==> src/rtl/int_div_unit.sv <==
// int_div_unit: fixed-latency radix-2 restoring divider (DIV/DIVU/REM/REMU) with mispredict squash.
module int_div_unit #(
  parameter int XLEN  = 32,
  parameter int TAG_W = 7,
  parameter int SQN_W = 7,
  parameter int ITERS = 32
) (
  input  logic             clk,
  input  logic             rst,
  input  logic             IN_valid,
  input  logic [1:0]       IN_opcode,
  input  logic [XLEN-1:0]  IN_srcA,
  input  logic [XLEN-1:0]  IN_srcB,
  input  logic [TAG_W-1:0] IN_tagDst,
  input  logic [SQN_W-1:0] IN_sqN,
  input  logic             IN_branchTaken,
  input  logic [SQN_W-1:0] IN_branchSqN,
  output logic             OUT_busy,
  output logic             OUT_valid,
  output logic [XLEN-1:0]  OUT_result,
  output logic [TAG_W-1:0] OUT_tagDst,
  output logic [SQN_W-1:0] OUT_sqN
);
  localparam int CW = $clog2(ITERS);
  localparam logic [CW-1:0] CNT_INIT = CW'(ITERS - 1);
  localparam logic [CW-1:0] CNT_ONE = CW'(1);
  typedef enum logic [1:0] {IDLE, RUN, DONE} state_t;
  state_t state_q, state_d;
  logic [XLEN-1:0] rem_q, rem_d, quo_q, quo_d, dvs_q, dvs_d, res_q, res_d;
  logic [CW-1:0] cnt_q, cnt_d;
  logic [1:0] op_q, op_d;
  logic neg_a_q, neg_a_d, neg_b_q, neg_b_d, valid_q, valid_d;
  logic [TAG_W-1:0] tag_q, tag_d;
  logic [SQN_W-1:0] sqn_q, sqn_d;
  logic [XLEN:0] trial;
  logic [XLEN-1:0] rem_n, quo_n, q_fix, r_fix;
  logic sgn_in, na_in, nb_in;
  function automatic logic younger(input logic [SQN_W-1:0] s);
    logic [SQN_W-1:0] d;
    d = s - IN_branchSqN;
    return !d[SQN_W-1] && (d != '0);
  endfunction
  // One restoring step; the final step is folded into DONE so latency stays ITERS+1.
  assign trial = {rem_q, quo_q[XLEN-1]} - {1'b0, dvs_q};
  assign rem_n = trial[XLEN] ? {rem_q[XLEN-2:0], quo_q[XLEN-1]} : trial[XLEN-1:0];
  assign quo_n = {quo_q[XLEN-2:0], ~trial[XLEN]};
  // Divide-by-zero keeps the all-ones quotient whatever the dividend sign.
  assign q_fix = ((neg_a_q ^ neg_b_q) && (dvs_q != '0)) ? -quo_n : quo_n;
  assign r_fix = neg_a_q ? -rem_n : rem_n;
  assign sgn_in = !IN_opcode[0];
  assign na_in = sgn_in && IN_srcA[XLEN-1];
  assign nb_in = sgn_in && IN_srcB[XLEN-1];
  always_comb begin
    state_d = state_q;
    rem_d = rem_q;
    quo_d = quo_q;
    dvs_d = dvs_q;
    res_d = res_q;
    cnt_d = cnt_q;
    op_d = op_q;
    neg_a_d = neg_a_q;
    neg_b_d = neg_b_q;
    tag_d = tag_q;
    sqn_d = sqn_q;
    valid_d = 1'b0;
    case (state_q)
      IDLE: if (IN_valid && !(IN_branchTaken && younger(IN_sqN))) begin
        state_d = RUN;
        rem_d = '0;
        quo_d = na_in ? -IN_srcA : IN_srcA;
        dvs_d = nb_in ? -IN_srcB : IN_srcB;
        cnt_d = CNT_INIT;
        op_d = IN_opcode;
        neg_a_d = na_in;
        neg_b_d = nb_in;
        tag_d = IN_tagDst;
        sqn_d = IN_sqN;
      end
      RUN: begin
        rem_d = rem_n;
        quo_d = quo_n;
        cnt_d = cnt_q - CNT_ONE;
        state_d = (cnt_q == CNT_ONE) ? DONE : RUN;
      end
      default: begin
        res_d = op_q[1] ? r_fix : q_fix;
        valid_d = 1'b1;
        state_d = IDLE;
      end
    endcase
    if (state_q != IDLE && IN_branchTaken && younger(sqn_q)) begin
      state_d = IDLE;
      valid_d = 1'b0;
    end
  end
  always_ff @(posedge clk or posedge rst) begin
    if (rst) begin
      state_q <= IDLE;
      rem_q <= '0;
      quo_q <= '0;
      dvs_q <= '0;
      res_q <= '0;
      cnt_q <= '0;
      op_q <= '0;
      neg_a_q <= 1'b0;
      neg_b_q <= 1'b0;
      tag_q <= '0;
      sqn_q <= '0;
      valid_q <= 1'b0;
    end else begin
      state_q <= state_d;
      rem_q <= rem_d;
      quo_q <= quo_d;
      dvs_q <= dvs_d;
      res_q <= res_d;
      cnt_q <= cnt_d;
      op_q <= op_d;
      neg_a_q <= neg_a_d;
      neg_b_q <= neg_b_d;
      tag_q <= tag_d;
      sqn_q <= sqn_d;
      valid_q <= valid_d;
    end
  end
  assign OUT_busy = state_q != IDLE;
  assign OUT_valid = valid_q;
  assign OUT_result = res_q;
  assign OUT_tagDst = tag_q;
  assign OUT_sqN = sqn_q;
  a_no_issue_busy: assert property (@(posedge clk) disable iff (rst) !(IN_valid && OUT_busy))
    else $warning("divide issued while unit busy; ignored");
endmodule

==> config.mk <==
export PLATFORM = sky130hd
export DESIGN_NAME = int_div_unit
export DESIGN_NICKNAME = d
export VERILOG_FILES = /design/src/rtl/int_div_unit.sv
export SDC_FILE = /design/constraint.sdc
export NUM_CORES = 1
export LEC_CHECK = 0
export ABC_AREA = 1
export ABC_CLOCK_PERIOD_IN_PS = 6200
export CAP_MARGIN = 10
export CORE_MARGIN = 10
export CORE_UTILIZATION = 35
export DETAILED_ROUTE_END_ITERATION = 10
export DONT_BUFFER_PORTS = 1
export GPL_ROUTABILITY_DRIVEN = 0
export PLACE_DENSITY = 0.61
export SLEW_MARGIN = 20
export SYNTH_ARGS = -nofsm -noshare
export SYNTH_HDL_FRONTEND = slang
export SYNTH_SLANG_ARGS = --single-unit
==> constraint.sdc <==
create_clock -name clk -period 6.2 [get_ports clk]
set_clock_uncertainty 0.1 [all_clocks]
set_input_delay 1.86 -clock clk [delete_from_list [all_inputs] [get_ports clk]]
set_output_delay 1.86 -clock clk [all_outputs]
set_load 0.02 [all_outputs]
==> reports/results.txt, run 1 <==
Status: complete, no violations
Vias per cell: 5.142
WL final: 43.62 mm
Yosys top cell area share: 28.44%
Ys async rst share: 100.0%
I/O pins: 139
Core Rows: 71
Setup violations, final: 0
Slew margin rel.: 36.42%
Cell Area, Synth: 13,460 sq um
Crit path kind: reg -> reg
Clock latency on the worst-skew pair: 0.45 ns
Buffer and inverter count on the worst path: 3
Post-CTS sizing: 0
Fin worst setup slack: 1.612 ns
Postcts setup bufs: 0
Peak Freq: 0.2180 GHz
Final Cycle Share: 74.00%
CTS Hold Bufs: 0
RSZ-0062 raised after global routing: false
Largest net degree at the start of global routing: 154
Number of synthesized flops with an enable pin: 0
Port Buf Inserts: 0
Fin. Hold Viols: 0
Cells after Synth: 2,110
Count leader, synth: nand2_1
Area grow syn2layout: 7.545%
Setup TNS: 0 ns
Chip height: 216.1 microns
Simple-Gate Fraction of Synth Area: 37.31%
Seq/Total Area, Yosys: 28.44%
Post-synthesis compound-gate area fraction: 12.77%
Syn_nets: 2,254
Synth Area in XOR/XNOR: 5.204%
Via count: 13,360
Prevailing post-synth register cell: dfrtp_1
MaxCap Viol Count: 0
Routed WL per cell: 16.79 microns
Slowest cell on crit path: fa_1
Synth cell types: 49
Worst Max-Slew Pin Slew: 0.9526 ns
Top cells by area, synth: dfrtp_1 28%, nand2_1 18%, inv_1 8.3%, nor2_1 5.9%, nand3_1 5.3%
Overall Global Routing Usage: 18.40%
Cts bufs inserted: 17
Root Buffer: clkbuf_16
Vias in the first global route: 12,763
Starting DRT DRC Count: 1,101
Cell taking the most area after synthesis: dfrtp_1
Crit path max fanout: 43
Routed Antenna Nets: 0
Arrival @ worst endpoint: 4.82 ns
Share of layout cells above drive strength 1: 6.517%
H-tree depth: 4
Post-DP HPWL: 33.92 mm
Crit path time final: 4.588 ns
Ant diodes: 0
Total gr overflow: 0
First-pass GRT wire length: 69.42 mm
Ys Warns: 0
Starting density of the core: 35.58%
Initial antenna violation count: 0
CTS Buffer Depth: 2
Combinational family with the most area after synthesis: simple AND/OR/NAND/NOR gates
Drt pass-1 iters: 7
Worst Path Required: 6.43 ns
Final Max Tran Viols: 0
Critical Path Max Stage Delay: 0.41 ns
Design Area, Final: 14,480 sq um
Syn_area_per_cell: 6.381 sq um
CP Capture Type: flop
Clk sinks: 153
Worst-path clk slew: 0.07 ns
Synth Area in Adders: 5.092%
Placed inst area: 13,860 sq um
Worst hold path class: reg -> reg
Most frequent cells after synthesis: 656 x nand2_1, 299 x inv_1, 211 x nor2_1
Core footprint: 37,840 sq um
Core Util, Final: 38.26%
Die area: 46,710 sq um
DRC: 0
Post-synthesis mux area share: 0%
Pre-CTS WS: 1.378 ns
CTS tree: built
Crit path launch type: flop
Synthesized flop and latch total: 153
Nets: 2,218
Die W: 216.1 microns
Top Family by Delay on Critical Path: simple AND/OR/NAND/NOR gates
[metrics by stage]
stage,cells,hold slack [ns]
floorplan,2110,0.3722
global placement,2566,0.4010
detailed placement,2566,0.4008
CTS,2598,0.4180
global route,2598,0.4448
finish,2598,0.4173
[kinds of logic after synthesis]
logic type | count (synthesis)
flops | 153
compound gates | 290
simple gates | 1160
xor+xnor | 80
fa+ha+maj | 53
buf+inv | 374
[worst register-to-register path, cell delays in order (launching register included)]
cell and delay [ns]:
dfrtp_1 0.38, inv_1 0.08, ha_1 0.14, inv_1 0.07
fa_1 0.41, nand2_1 0.08, nand2_1 0.08, nand3_1 0.10
nand2_2 0.10, nand2_2 0.09, nand2_2 0.07, nand2_4 0.10
nand3_4 0.20, nand2_8 0.34, ha_1 0.22, inv_1 0.06
nor3_1 0.25, nand2_1 0.14, nor3_1 0.19, nand4_1 0.16
nor3_1 0.20, nand2_1 0.14, nor3_1 0.23, a21oi_1 0.13
o21ai_0 0.18, a21oi_1 0.06, nor2_1 0.10, a21oi_1 0.08
[final cells by class]
cell class / instances / area, sq um
clock buffers: 17 / 425.4
clock inverters: 15 / 192.7
fillers: 4119 / 23360
inverters: 309 / 1165
multi-input cells: 1583 / 8142
flip-flops and latches: 153 / 3829
well taps: 511 / 639.4
repair buffers: 10 / 87.58
[placed cells by master (no fill, tap or decap), drive strengths merged, types with 2 or more instances in the layout]
master,n
or2,5
buf,10
dfrtp,153
o31ai,10
nor2,226
nand3b,9
xnor2,18
xor2,62
nand4,20
nand2,712
o21a,2
o22ai,27
ha,50
and3,3
fa,3
nor3,20
nand3,146
o21ai,106
o211ai,10
inv,315
nor4,13
o221ai,30
a21o,2
and2,5
o41ai,3
a31oi,12
clkinv,8
a21oi,85
clkbuf,17
[flip-flops by register name (all words and copies together) (netlist names)]
| signal | flops |
|---|---|
| quo_q | 32 |
| state_q | 2 |
| cnt_q | 5 |
| dvs_q | 32 |
| OUT_valid | 1 |
| op_q | 1 |
| neg_a_q | 1 |
| OUT_result | 32 |
| rem_q | 32 |
| neg_b_q | 1 |
| OUT_sqN | 7 |
| OUT_tagDst | 7 |
[final timing paths]
kind                            from             end  slack [ns]  cells past startpoint
max                        quo_q[31]  OUT_result[20]        1.61                     27
min in group asynchronous        rst       dvs_q[10]        1.37                      2
min reg2reg                dvs_q[13]       dvs_q[13]        0.42                      2
max in group asynchronous        rst  OUT_result[21]        3.91                      2
max reg2reg                quo_q[31]  OUT_result[20]        1.61                     27
min                        dvs_q[13]       dvs_q[13]        0.42                      2
[metal layers]
layer / global-route usage, % / wire [microns] / vias to the layer above
met5: 0 / 0 / -
met4: 8.087 / 1673 / 0
met3: 4.429 / 3214 / 82
met2: 29.24 / 19860 / 432
met1: 23.29 / 18880 / 6180
li1: - / - / 6666
Power of run 1 is not shown: default switching activity piles up to over one toggle a cycle in this logic, so the estimate is an artifact.
==> run 2: changes to the inputs <==
- ABC_AREA: 1 -> 0
- ABC_CLOCK_PERIOD_IN_PS: 6200 -> 4000
- clock period: 6.2 -> 4 ns (I/O delays scaled with it)
==> run 2 against run 1 <==
Net effect: the flow now finishes with violations (negative setup slack); register-to-register slack got worse by 2.4 ns; flip-flop and latch count unchanged; synthesized cell count decreased by 26%; via count decreased by 4.6%; non-clock buffer count increased by 298; die area decreased by 7.6%; largest cell class unchanged; critical endpoint is now OUT_result[26]; cell area increased by 15%; synthesized area decreased by 8.4%; final cell count decreased by 12%; maximum frequency decreased by 4.0%.
==> reports/results.txt, run 2 <==
Status: finished, violations left
Violated checks: negative setup slack
Pre-CTS WS: -0.9341 ns
Starting density of the core: 35.62%
Chip height: 207.7 microns
Nets: 1,949
Most frequent cells after synthesis: 203 x nand2_1, 163 x o21ai_0, 153 x dfrtp_1
Overall Global Routing Usage: 19.97%
Core Util, Final: 47.93%
RSZ-0062 raised after global routing: true
Crit path time final: 4.780 ns
Via count: 12,744
Post-DP HPWL: 34.58 mm
Die W: 207.7 microns
I/O pins: 139
Number of synthesized flops with an enable pin: 0
Buffer and inverter count on the worst path: 3
Clock latency on the worst-skew pair: 0.44 ns
Ys async rst share: 100.0%
Ys Warns: 0
Layout fillers: 3,235
Total gr overflow: 0
Setup violations, final: 22
H-tree depth: 4
CTS Hold Bufs: 0
Die area: 43,150 sq um
Worst Max-Slew Pin Slew: 0.7633 ns
Starting DRT DRC Count: 1,034
Fin worst setup slack: -0.7802 ns
Worst path cell trace: ha_4 -> nand4_1 -> nor2_2 -> buf_4 -> o2111ai_4 -> a2111oi_4 -> buf_4 -> nor4_4 -> nor2_8 -> mux2i_4 -> ha_4 -> buf_4 -> o2111ai_4 -> nor3_4 -> nand3_1 -> nor4b_2 -> o21ai_2 -> or4b_1 -> a21boi_1 -> o32ai_1
Worst Path Required: 4.18 ns
Port Buf Inserts: 0
Count leader, synth: nand2_1
Critical Path Max Stage Delay: 0.47 ns
Top Family by Delay on Critical Path: simple AND/OR/NAND/NOR gates
Worst hold path class: reg -> reg
Drt pass-1 iters: 8
Worst-path clk slew: 0.07 ns
CP Capture Type: flop
Crit path max fanout: 3
CTS Buffer Depth: 2
DRC: 0
Synthesized flop and latch total: 153
Largest net degree at the start of global routing: 70
Top cells by area, synth: dfrtp_1 31%, o21ai_0 6.6%, nand2_1 6.2%, xnor2_1 5.3%, ha_1 5.1%
MaxCap Viol Count: 0
Vias per cell: 5.604
WL final: 45.14 mm
Slew margin rel.: 48.93%
Most frequent cells in the layout: 277 x buf_4, 199 x nand2_1, 152 x dfrtp_1, 152 x o21ai_0, 123 x nor2_1
Final Max Tran Viols: 0
Share of layout cells above drive strength 1: 25.19%
Core footprint: 34,630 sq um
Root Buffer: clkbuf_16
Initial antenna violation count: 1
Area grow syn2layout: 34.57%
Syn_nets: 1,705
Vias in the first global route: 12,539
Cell Area, Synth: 12,330 sq um
Prevailing post-synth register cell: dfrtp_1
First-pass GRT wire length: 69.86 mm
Cells after Synth: 1,561
CTS tree: built
Routed WL per cell: 19.85 microns
Clk sinks: 153
Peak Freq: 0.2092 GHz
Yosys top cell area share: 31.04%
Final Cycle Share: 119.5%
Core Rows: 68
Seq/Total Area, Yosys: 31.04%
Cts bufs inserted: 17
Most common cell after layout, fill and taps aside: buf_4
Routed Antenna Nets: 0
Cell mode on critical path: buf_4
Crit path launch type: flop
Arrival @ worst endpoint: 4.97 ns
Cell taking the most area after synthesis: dfrtp_1
Fin. Hold Viols: 0
Slowest cell on crit path: or4b_1
Crit path kind: reg -> reg
Syn_area_per_cell: 7.901 sq um
Synth cell types: 78
run 2: cell count changes in the layout (fill, tap and decap cells not counted), sizes merged, moves of 49 or more:
| cell | delta |
|---|---|
| nand2 | -509 |
| buf | +296 |
| inv | -235 |
| nand3 | -128 |
| nor2 | -98 |
| o21ai | +66 |
| xnor2 | +57 |
| a22oi | +49 |
run 2: worst paths after layout:
kind	start	to	slack, ns	cells after the start
max	rem_q[15]	OUT_result[26]	-0.78	20
min	cnt_q[3]	cnt_q[3]	0.38	1
max reg2reg	rem_q[15]	OUT_result[26]	-0.78	20
min reg2reg	cnt_q[3]	cnt_q[3]	0.38	1
max in group asynchronous	rst	OUT_result[21]	2.47	2
min in group asynchronous	rst	OUT_tagDst[2]	0.57	1
run 2: through the flow:
| step | setup TNS [ns] | hold slack (ns) | cell area (sq um) | instances |
|---|---|---|---|---|
| after CTS | -8.619 | 0.3867 | 16080 | 2261 |
| final | -8.570 | 0.3839 | 16600 | 2274 |
| after floorplan | -8.648 | 0.3456 | 12470 | 1561 |
| after global routing | -13.40 | 0.4071 | 16600 | 2274 |
| after detailed placement | -10.93 | 0.3766 | 14810 | 2205 |
| after global placement | -9.059 | 0.3623 | 14810 | 2205 |
run 2: cells by family after synthesis:
kind of cell,count (synthesis),share of synthesized area (%)
flip-flops,153,31.04
XOR/XNOR,139,9.871
adder cells (fa/ha/maj),53,5.560
AO/OA/AOI/OAI,499,25.78
multiplexers,34,2.851
AND/OR/NAND/NOR,519,19.68
buffers and inverters,164,5.215
run 2: timing repair:
item                       CTS  global route
resized for setup           78            75
cloned                       3             0
pin swaps                   38            49
setup endpoints to repair   27            33
setup buffers               24            17
run 2: final cells by class:
type | instances | area, sq um | area share [%]
multi-input combinational | 1244 | 8682 | 52.31
sequential | 153 | 3830 | 23.08
timing repair buffer | 308 | 2579 | 15.54
tap | 455 | 569.3 | 3.430
clock buffer | 21 | 450.4 | 2.714
inverter | 81 | 312.8 | 1.885
clock inverter | 11 | 171.4 | 1.033
antenna | 1 | 2.502 | 0.01508
run 2: worst reg2reg max path, cell delays in order, from the launching register on:
cell and delay [ns]:
dfrtp_1 0.44, ha_4 0.30, nand4_1 0.20, nor2_2 0.19
buf_4 0.15, o2111ai_4 0.15, a2111oi_4 0.45, buf_4 0.20
nor4_4 0.05, nor2_8 0.21, mux2i_4 0.30, ha_4 0.16
buf_4 0.11, o2111ai_4 0.12, nor3_4 0.18, nand3_1 0.14
nor4b_2 0.34, o21ai_2 0.12, or4b_1 0.47, a21boi_1 0.15
o32ai_1 0.10
run 2: routing by layer:
layer	up-vias	wire length [microns]	GRT usage [%]	part of all wire, %
li1	6123	-	-	-
met1	6123	19080	24.43	42
met2	408	22000	34.15	49
met3	90	2633	4.016	5.8
met4	0	1434	6.874	3.2
met5	-	0	0	0
Power of run 2 is left out for the same reason.
==> run 3: changes to the inputs <==
- PLACE_DENSITY: 0.61 -> unset
==> run 3 against run 2 <==
Net effect: the run still ends with negative setup slack left; critical endpoint unchanged; first-iteration DRC count is 2.9% higher; largest cell class unchanged; global-route usage is 0.13 points higher; critical path depth is 1 higher; register-to-register slack worse by 0.13 ns.
==> reports/results.txt, run 3 (synthesized netlist as in run 2, its figures left out) <==
Die W: 207.7 microns
CP Capture Type: flop
Core footprint: 34,630 sq um
Crit path launch type: flop
WL final: 44.99 mm
RSZ-0062 raised after global routing: true
Cts bufs inserted: 17
Peak Freq: 0.2038 GHz
Ant diodes: 0
Routed WL per cell: 19.83 microns
Drt pass-1 iters: 6
CTS Buffer Depth: 2
Overall Global Routing Usage: 20.10%
Most common cell after layout, fill and taps aside: buf_4
Worst Max-Slew Pin Slew: 0.9532 ns
Cells on worst reg2reg path: 21
Chip height: 207.7 microns
Vias per cell: 5.618
Setup violations, final: 27
Worst-path clk slew: 0.07 ns
MaxCap Viol Count: 0
I/O pins: 139
First-pass GRT wire length: 69.78 mm
Worst path cell trace: inv_1 -> ha_2 -> inv_2 -> fa_2 -> a211oi_4 -> o21ai_4 -> o2111ai_4 -> a2111oi_4 -> o31a_2 -> nor2_8 -> mux2i_4 -> ha_4 -> nand3b_1 -> buf_6 -> nor3_4 -> or3b_4 -> nor4_4 -> o21ai_2 -> or4b_1 -> a21boi_2 -> o32ai_1
Vias in the first global route: 12,630
Die area: 43,150 sq um
Critical Path Max Stage Delay: 0.54 ns
Most frequent cells in the layout: 281 x buf_4, 193 x nand2_1, 152 x dfrtp_1
Slowest cell on crit path: or4b_1
Non-Filler Instances: 2,269
Arrival @ worst endpoint: 5.12 ns
Layout fillers: 3,247
Status: finished, violations left
Final Max Tran Viols: 0
Area grow syn2layout: 34.21%
Hold Startpoint: cnt_q[3]
Number of instances in the placed design: 2,203
Worst Path Required: 4.21 ns
Worst hold path class: reg -> reg
Root Buffer: clkbuf_16
R2R Setup Slk: -0.91 ns
Violated checks: negative setup slack
Buffer and inverter count on the worst path: 3
CTS Hold Bufs: 0
Initial antenna violation count: 0
Clk sinks: 153
RR Endpoint: OUT_result[26]
Routed Antenna Nets: 0
H-tree depth: 4
Critical R2R Launch: quo_q[31]
Top Family by Delay on Critical Path: simple AND/OR/NAND/NOR gates
Starting DRT DRC Count: 1,064
Hold EP: cnt_q[3]
CTS tree: built
Fin worst setup slack: -0.9075 ns
Port Buf Inserts: 0
Crit path kind: reg -> reg
DRC: 0
Nets: 1,948
Total gr overflow: 0
Clock latency on the worst-skew pair: 0.46 ns
Post-DP HPWL: 34.73 mm
Crit path max fanout: 4
Starting density of the core: 35.62%
Final Cycle Share: 122.7%
Crit path time final: 4.907 ns
Core Rows: 68
Fin. Hold Viols: 0
Worst hold stages: 1
Share of layout cells above drive strength 1: 25.63%
Slew margin rel.: 36.03%
Largest net degree at the start of global routing: 72
Via count: 12,747
## run 3: worst reg2reg max path, cell delays in order (launching register included)
cell and delay (ns):
dfrtp_1 0.37, inv_1 0.06, ha_2 0.18, inv_2 0.04, fa_2 0.37, a211oi_4 0.28, o21ai_4 0.12, o2111ai_4 0.30
a2111oi_4 0.13, o31a_2 0.36, nor2_8 0.21, mux2i_4 0.29, ha_4 0.16, nand3b_1 0.12, buf_6 0.16, nor3_4 0.12
or3b_4 0.42, nor4_4 0.15, o21ai_2 0.08, or4b_1 0.54, a21boi_2 0.14, o32ai_1 0.08
## run 3: final cells by class
cell class	count	area [sq um]	share of cell area [%]
tap	455	569.3	3.439
timing repair buffer	307	2549	15.40
inverter	81	312.8	1.890
sequential	153	3830	23.14
clock buffer	18	439.2	2.653
multi-input combinational	1244	8680	52.44
clock inverter	11	172.7	1.043
## run 3: timing repair
action	CTS	global route
resized for setup	50	117
setup buffers	16	21
endpoints found under the setup margin	30	33
pin swaps	25	53
gates cloned	3	0
hold endpoints to repair	0	0
## run 3: worst max-delay path by stage
stage | slack, ns | cells after the start | startpoint | end
floorplan | -1.15 | 24 | quo_q[31] | OUT_result[26]
global placement | -0.87 | 20 | quo_q[31] | OUT_result[26]
detailed placement | -0.97 | 20 | quo_q[31] | OUT_result[26]
global route | -1.12 | 22 | dvs_q[19] | OUT_result[26]
CTS | -0.86 | 20 | quo_q[31] | OUT_result[26]
finish | -0.91 | 21 | quo_q[31] | OUT_result[26]
## run 3: metrics by stage
stage               utilization [%]  area (sq um)  setup TNS, ns  hold slack, ns  setup WS [ns]
floorplan                         -         12470         -8.648          0.3456         -1.146
global placement              42.76         14810         -12.49          0.3650        -0.8746
detailed placement            42.76         14810         -13.99          0.3684        -0.9690
CTS                           45.90         15890         -9.613          0.3765        -0.8591
global route                  47.80         16550         -16.66          0.4068         -1.116
finish                        47.80         16550         -11.60          0.3770        -0.9075
## run 3: layer usage
metal / global-route usage (%) / wire, microns / up-vias
met5: 0 / 0 / -
met4: 8.394 / 1686 / 0
met3: 3.971 / 2841 / 97
met2: 34.05 / 21780 / 425
met1: 24.36 / 18690 / 6123
li1: - / - / 6102
Power of run 3 is left out for the same reason.
